==> src/rtl/mem_arbiter.sv <==
// mem_arbiter: round-robin arbiter that shares one data-memory channel among
// the per-thread LSUs of a compute core. Each granted request is a single beat
// (read or write). It is held on the memory handshake until completion. The
// response is then relayed back to the requester until that requester drops
// its valid.
//
// Optional feature: define MEM_ARB_TIMEOUT_EN to build a watchdog. A WAITING
// state that sees no memory ready for TIMEOUT_CYCLES cycles completes with
// zero data and sets the sticky timeout_error flag. Without the macro no
// counter is built, timeout_error is tied low and WAITING waits indefinitely.
//
// Ports:
//   clk, reset                 clock; asynchronous active-high reset
//   consumer_req_valid/write   per-requester request strobe and direction
//   consumer_req_address/data  per-requester address and write data
//   consumer_resp_ready/data   per-requester response strobe and read data
//   mem_read_*                 memory read handshake (valid/address out, ready/data in)
//   mem_write_*                memory write handshake (valid/address/data out, ready in)
//   busy                       high whenever the FSM is not IDLE
//   grant_id                   current or most recent granted requester
//   timeout_error              sticky watchdog flag
module mem_arbiter #(
    parameter int unsigned NUM_CONSUMERS  = 4,
    parameter int unsigned ADDR_BITS      = 8,
    parameter int unsigned DATA_BITS      = 8,
    parameter int unsigned TIMEOUT_CYCLES = 255
) (
    input  logic                             clk,
    input  logic                             reset,

    input  logic [NUM_CONSUMERS-1:0]         consumer_req_valid,
    input  logic [NUM_CONSUMERS-1:0]         consumer_req_write,
    input  logic [ADDR_BITS-1:0]             consumer_req_address [NUM_CONSUMERS],
    input  logic [DATA_BITS-1:0]             consumer_req_data    [NUM_CONSUMERS],
    output logic [NUM_CONSUMERS-1:0]         consumer_resp_ready,
    output logic [DATA_BITS-1:0]             consumer_resp_data   [NUM_CONSUMERS],

    output logic                             mem_read_valid,
    output logic [ADDR_BITS-1:0]             mem_read_address,
    input  logic                             mem_read_ready,
    input  logic [DATA_BITS-1:0]             mem_read_data,

    output logic                             mem_write_valid,
    output logic [ADDR_BITS-1:0]             mem_write_address,
    output logic [DATA_BITS-1:0]             mem_write_data,
    input  logic                             mem_write_ready,

    output logic                             busy,
    output logic [$clog2(NUM_CONSUMERS)-1:0] grant_id,
    output logic                             timeout_error
);

    localparam int unsigned ID_W = $clog2(NUM_CONSUMERS);

    // Elaboration-time parameter sanity checks
    if (NUM_CONSUMERS < 2) begin : g_bad_consumers
        $error("mem_arbiter: NUM_CONSUMERS must be at least 2");
    end
    if (TIMEOUT_CYCLES < 1) begin : g_bad_timeout
        $error("mem_arbiter: TIMEOUT_CYCLES must be at least 1");
    end

    typedef enum logic [1:0] {
        IDLE          = 2'd0,
        READ_WAITING  = 2'd1,
        WRITE_WAITING = 2'd2,
        RELAYING      = 2'd3
    } state_t;

    state_t                 state_q, state_d;
    logic [ID_W-1:0]        rr_ptr_q, rr_ptr_d;
    logic [ID_W-1:0]        grant_d;
    logic                   rd_valid_d, wr_valid_d;
    logic [ADDR_BITS-1:0]   rd_addr_d, wr_addr_d;
    logic [DATA_BITS-1:0]   wr_data_d;
    logic [NUM_CONSUMERS-1:0] resp_ready_d;
    logic [DATA_BITS-1:0]   resp_data_d [NUM_CONSUMERS];
    logic                   busy_d;

    logic                   scan_found;
    logic [ID_W-1:0]        scan_pick;
    int unsigned            scan_idx;

`ifdef MEM_ARB_TIMEOUT_EN
    localparam int unsigned TMR_W = $clog2(TIMEOUT_CYCLES + 1);

    logic [TMR_W-1:0]       timer_q, timer_d;
    logic                   timeout_hit;
    logic                   timeout_err_d;

    // Fires on the last permitted WAITING cycle without a memory ready
    assign timeout_hit = (timer_q == TMR_W'(TIMEOUT_CYCLES - 1));

    // Counts consecutive WAITING cycles; clears whenever WAITING is left
    always_comb begin : timer_next
        timer_d = '0;
        if ((state_q == READ_WAITING || state_q == WRITE_WAITING) && (state_d == state_q)) begin
            timer_d = timer_q + TMR_W'(1);
        end
    end
`else
    assign timeout_error = 1'b0;
`endif

    // Round-robin scan: first valid requester at or after rr_ptr, wrapping
    always_comb begin : rr_scan
        scan_found = 1'b0;
        scan_pick  = '0;
        scan_idx   = 0;
        for (int unsigned k = 0; k < NUM_CONSUMERS; k++) begin
            scan_idx = 32'(rr_ptr_q) + k;
            if (scan_idx >= NUM_CONSUMERS) begin
                scan_idx = scan_idx - NUM_CONSUMERS;
            end
            if (!scan_found && consumer_req_valid[ID_W'(scan_idx)]) begin
                scan_found = 1'b1;
                scan_pick  = ID_W'(scan_idx);
            end
        end
    end

    // Next-state and next-output logic
    always_comb begin : fsm_next
        state_d      = state_q;
        rr_ptr_d     = rr_ptr_q;
        grant_d      = grant_id;
        rd_valid_d   = mem_read_valid;
        wr_valid_d   = mem_write_valid;
        rd_addr_d    = mem_read_address;
        wr_addr_d    = mem_write_address;
        wr_data_d    = mem_write_data;
        resp_ready_d = consumer_resp_ready;
        resp_data_d  = consumer_resp_data;
`ifdef MEM_ARB_TIMEOUT_EN
        timeout_err_d = timeout_error;
`endif

        case (state_q)
            IDLE: begin
                if (scan_found) begin
                    grant_d = scan_pick;
                    if (consumer_req_write[scan_pick]) begin
                        wr_valid_d = 1'b1;
                        wr_addr_d  = consumer_req_address[scan_pick];
                        wr_data_d  = consumer_req_data[scan_pick];
                        state_d    = WRITE_WAITING;
                    end else begin
                        rd_valid_d = 1'b1;
                        rd_addr_d  = consumer_req_address[scan_pick];
                        state_d    = READ_WAITING;
                    end
                end
            end

            READ_WAITING: begin
                if (mem_read_ready) begin
                    rd_valid_d             = 1'b0;
                    resp_data_d[grant_id]  = mem_read_data;
                    resp_ready_d[grant_id] = 1'b1;
                    state_d                = RELAYING;
                end
`ifdef MEM_ARB_TIMEOUT_EN
                else if (timeout_hit) begin
                    rd_valid_d             = 1'b0;
                    resp_data_d[grant_id]  = '0;
                    resp_ready_d[grant_id] = 1'b1;
                    timeout_err_d          = 1'b1;
                    state_d                = RELAYING;
                end
`endif
            end

            WRITE_WAITING: begin
                if (mem_write_ready) begin
                    wr_valid_d             = 1'b0;
                    resp_data_d[grant_id]  = '0;
                    resp_ready_d[grant_id] = 1'b1;
                    state_d                = RELAYING;
                end
`ifdef MEM_ARB_TIMEOUT_EN
                else if (timeout_hit) begin
                    wr_valid_d             = 1'b0;
                    resp_data_d[grant_id]  = '0;
                    resp_ready_d[grant_id] = 1'b1;
                    timeout_err_d          = 1'b1;
                    state_d                = RELAYING;
                end
`endif
            end

            RELAYING: begin
                // Hold the response until the requester withdraws its request
                if (!consumer_req_valid[grant_id]) begin
                    resp_ready_d[grant_id] = 1'b0;
                    rr_ptr_d = (grant_id == ID_W'(NUM_CONSUMERS - 1)) ? '0 : grant_id + ID_W'(1);
                    state_d  = IDLE;
                end
            end

            default: begin
                state_d = IDLE;
            end
        endcase

        busy_d = (state_d != IDLE);
    end

    // State and output registers
    always_ff @(posedge clk or posedge reset) begin : regs
        if (reset) begin
            state_q             <= IDLE;
            rr_ptr_q            <= '0;
            grant_id            <= '0;
            mem_read_valid      <= 1'b0;
            mem_write_valid     <= 1'b0;
            mem_read_address    <= '0;
            mem_write_address   <= '0;
            mem_write_data      <= '0;
            consumer_resp_ready <= '0;
            for (int unsigned i = 0; i < NUM_CONSUMERS; i++) begin
                consumer_resp_data[i] <= '0;
            end
            busy                <= 1'b0;
`ifdef MEM_ARB_TIMEOUT_EN
            timer_q             <= '0;
            timeout_error       <= 1'b0;
`endif
        end else begin
            state_q             <= state_d;
            rr_ptr_q            <= rr_ptr_d;
            grant_id            <= grant_d;
            mem_read_valid      <= rd_valid_d;
            mem_write_valid     <= wr_valid_d;
            mem_read_address    <= rd_addr_d;
            mem_write_address   <= wr_addr_d;
            mem_write_data      <= wr_data_d;
            consumer_resp_ready <= resp_ready_d;
            for (int unsigned i = 0; i < NUM_CONSUMERS; i++) begin
                consumer_resp_data[i] <= resp_data_d[i];
            end
            busy                <= busy_d;
`ifdef MEM_ARB_TIMEOUT_EN
            timer_q             <= timer_d;
            timeout_error       <= timeout_err_d;
`endif
        end
    end

endmodule

==> config.mk <==
export PLATFORM = sky130hd
export DESIGN_NAME = mem_arbiter
export DESIGN_NICKNAME = d
export VERILOG_FILES = /design/src/rtl/mem_arbiter.sv
export SDC_FILE = /design/constraint.sdc
export NUM_CORES = 1
export LEC_CHECK = 0
export BUFFER_PORTS_ARGS = -buffer_cell sky130_fd_sc_hd__buf_2
export CAP_MARGIN = 20
export CORE_MARGIN = 4
export CORE_UTILIZATION = 50
export DETAILED_ROUTE_END_ITERATION = 10
export GPL_ROUTABILITY_DRIVEN = 0
export PLACE_DENSITY = 0.84
export SETUP_SLACK_MARGIN = 0.05
export SYNTH_ARGS = -nofsm -noshare
export SYNTH_HDL_FRONTEND = slang
export SYNTH_SLANG_ARGS = --single-unit
==> constraint.sdc <==
create_clock -name clk -period 4.8 [get_ports clk]
set_input_delay 0.96 -clock clk [delete_from_list [all_inputs] [get_ports clk]]
set_output_delay 0.96 -clock clk [all_outputs]
set_load 0.02 [all_outputs]
==> flow_summary_export.csv <==
group,metric,value,unit
hold_path,hold_class,"reg2reg",
critical_path,endpoint_kind,"flip-flop",
sta,setup_viol,0,
pwr,power_density,680,nW/µm²
run_status,status,"finished, final reports clean",
global_route,grt_pass1_vias,2932,
drt,drc_errors,0,
global_route,antenna_found_initial,0,
critical_path,cp_max_fo,18,
place,place.detailed.hpwl,6730,µm
pwr,irDropWorstVdd,0.344,mV
synthesis,syn_inst,318,
drt,wire_per_inst,15.7,µm
hold_path,worstHoldPathCells,2,
cts,clock_latency,0.33,ns
critical_path,r2r_slack,2.21,ns
sta,slew_headroom,39.2,%
cts,numCtsBuffers,9,
cts,cts_max_path_buffers,2,
critical_path,rr_worst_depth,7,
global_route,grt_max_degree,37,
floorplan,num_io_pins,150,
synthesis,yosysTopAreaCell,"dfrtp_1",
synthesis,ys_warn_count,0,
critical_path,worstPathCellList,"buf_2, o41ai_2, nand2b_1, o22a_1, mux2_1",
final_layout,area_delta_synth_final,29.8,%
sta,setup-tns-final,0,ns
sta,rsz0062_at_grt,"false",
critical_path,worstSetupPathType,"in2reg",
synthesis,synth_sequential_area_ratio,51.1,%
final_layout,final_cell_mix,"148 x buf_2, 69 x dfrtp_1, 64 x nand2_1",
final_layout,drive_above_1_share,38.1,%
critical_path,cp.arrival,3.13,ns
critical_path,timing.rr.end,"mem_write_data[6]",
synthesis,synth-seq-cells,69,
global_route,grt-ovfl-total,0,
synthesis,synthArstFlopShare,100,%
cts,clk_pin_slew,0.08,ns
drt,vias,2826,
place,port_buffers,148,
synthesis,syn_nets,406,
cts,cts.sinks,69,
synthesis,synth_area,3380,µm²
critical_path,cp_slowest_stage_delay,0.74,ns
global_route,grt_util_all_layers,21.5,%
critical_path,slowest_stage,"o22a_1",
final_layout,seq_area,1730,µm²
floorplan,initial_utilization,52.3,%
final_layout,n_antenna_cell,0,
global_route,grt_pass1_wl,14000,µm
synthesis,synth.area.top_cells,"dfrtp_1 51%, mux2i_1 17%, nand2_1 7.1%",
final_layout,final_common_cell,"buf_2",
pwr,switchingPower,1260,µW
pwr,swShare,42.2,%
pwr,leakagePower,0.00242,µW
drt,wl,8610,µm
synthesis,synthFlopType,"dfrtp_1",
floorplan,die_w,90.2,µm
critical_path,r2r-start,"rr_ptr_q[1]",
sta,finalMaxSlewViolations,0,
critical_path,critPathRequiredTime,5.01,ns
cts,cts_setup_buffers,0,
floorplan,fp-row-count,29,
job,cap_violations,0,
synthesis,synth_top_area_share,51.1,%
cts,cts_tree,"built",
drt,vias_per_cell,5.17,
final_layout,multi_input_area,1470,µm²
sta,fin_skew,0.00645,ns
pwr,comb_power_share,46.3,%
drt,initialDrtViolationCount,65,
final_layout,layout.nets,553,
sta,hold_violations,0,
sta,finalCritPeriodShare,60.7,%
pwr,clockPowerShare,19.0,%
synthesis,synth_edf_count,0,
cts,postCtsResizedCells,0,
floorplan,core_area,6460,µm²
drt,ant_nets,0,
floorplan,design.die.area,8130,µm²
sta,fin_crit,2.91,ns
synthesis,postSynthAreaPerCell,10.6,µm²
pwr,p_int,1720,µW
final_layout,nFillCells,517,
final_layout,post-route-util,67.8,%
cts,root_buffer,"clkbuf_8",
cts,htree_levels,3,
floorplan,die_h,90.2,µm
cts,cts_hold_buf,0,
critical_path,worst_setup_path_start_kind,"input pin",
synthesis,ys_types,31,
sta,worst_slew_pin_slew,0.911,ns
pwr,seq_power_share,34.7,%
sta,fmax,343,MHz
drt,dr.pass1.iters,6,
sequential cells by signal (all words and copies together) (netlist names), named ones only:
signal,flops
busy,1
consumer_resp_data,32
grant_id,2
mem_read_address,8
mem_read_valid,1
mem_write_address,8
mem_write_data,8
mem_write_valid,1
rr_ptr_q,2
state_q,2
routing by layer:
layer	global-route usage, %	routed length [µm]	up-vias
met5	0	0	-
met4	7.27	102	0
met3	6.01	765	10
met2	39.1	4370	151
met1	24.1	3370	1292
li1	-	-	1373
worst max-delay path, delay by kind of cell:
family,cells,cell delay (ns)
AOI/OAI and AO/OA,2,1.41
buffers and inverters,1,0.14
muxes,1,0.40
and+or+nand+nor,1,0.22
stage by stage:
stage | instance area, µm² | hold WS [ns] | power, µW | setup slack [ns] | cells
2_1_floorplan | 3380 | 0.565 | 1970 | 2.10 | 318
3_3_place_gp | 4140 | 0.456 | 2370 | 1.65 | 531
3_5_place_dp | 4140 | 0.466 | 2430 | 1.54 | 531
4_1_cts | 4380 | 0.481 | 3010 | 1.89 | 547
5_1_grt | 4380 | 0.500 | 3190 | 1.79 | 547
6_report | 4380 | 0.481 | 2980 | 1.89 | 547
power groups by stage:
| stage | registers [µW] | clock network [µW] | logic, µW |
|---|---|---|---|
| 2_1_floorplan | 1320 | 0 | 658 |
| 3_5_place_dp | 1040 | 0 | 1400 |
| 5_1_grt | 1060 | 608 | 1520 |
| 3_3_place_gp | 1030 | 0 | 1340 |
| 4_1_cts | 1030 | 575 | 1400 |
| 6_report | 1030 | 567 | 1380 |
cell usage after synthesis, drive strengths merged (3+ instances only):
master and number:
a21oi 7, buf 9, dfrtp 69, nor2 6, nand2b 3, mux2 17, o21ai 37, mux2i 59
clkbuf 6, ha 4, nand2 64, inv 23
layout make-up:
type                    count  area share (%)
clock inverters             6            2.54
flip-flops and latches     69            39.4
repair buffers            151            17.4
multi-input cells         211            33.6
inverters                  23            1.97
clock buffers              10            2.91
well taps                  77            2.20
logic make-up (layout without fill, tap and decap cells):
logic type               after synthesis  count (layout)  share of synthesized area (%)
AND/OR/NAND/NOR                       76              76                           9.15
adder cells (fa/ha/maj)                4               4                           1.48
multiplexers                          77              77                           23.8
other                                  1               1                          0.111
flip-flops                            69              69                           51.1
buffers and inverters                 38             190                           5.33
AO/OA/AOI/OAI                         53              53                           8.97
worst max path at each step:
stage / cells after the start / endpoint / slack, ns / from
after floorplan: 1 / async pin / 2.10 / reset
after CTS: 8 / mem_write_data[6] / 1.89 / consumer_req_valid[0]
after global routing: 5 / mem_write_data[6] / 1.79 / consumer_req_valid[0]
after global placement: 8 / mem_write_data[4] / 1.65 / consumer_req_valid[0]
final: 5 / mem_write_data[6] / 1.89 / consumer_req_valid[0]
after detailed placement: 5 / mem_write_data[6] / 1.54 / consumer_req_valid[0]
Note: power is estimated with default switching activity, not from simulation.
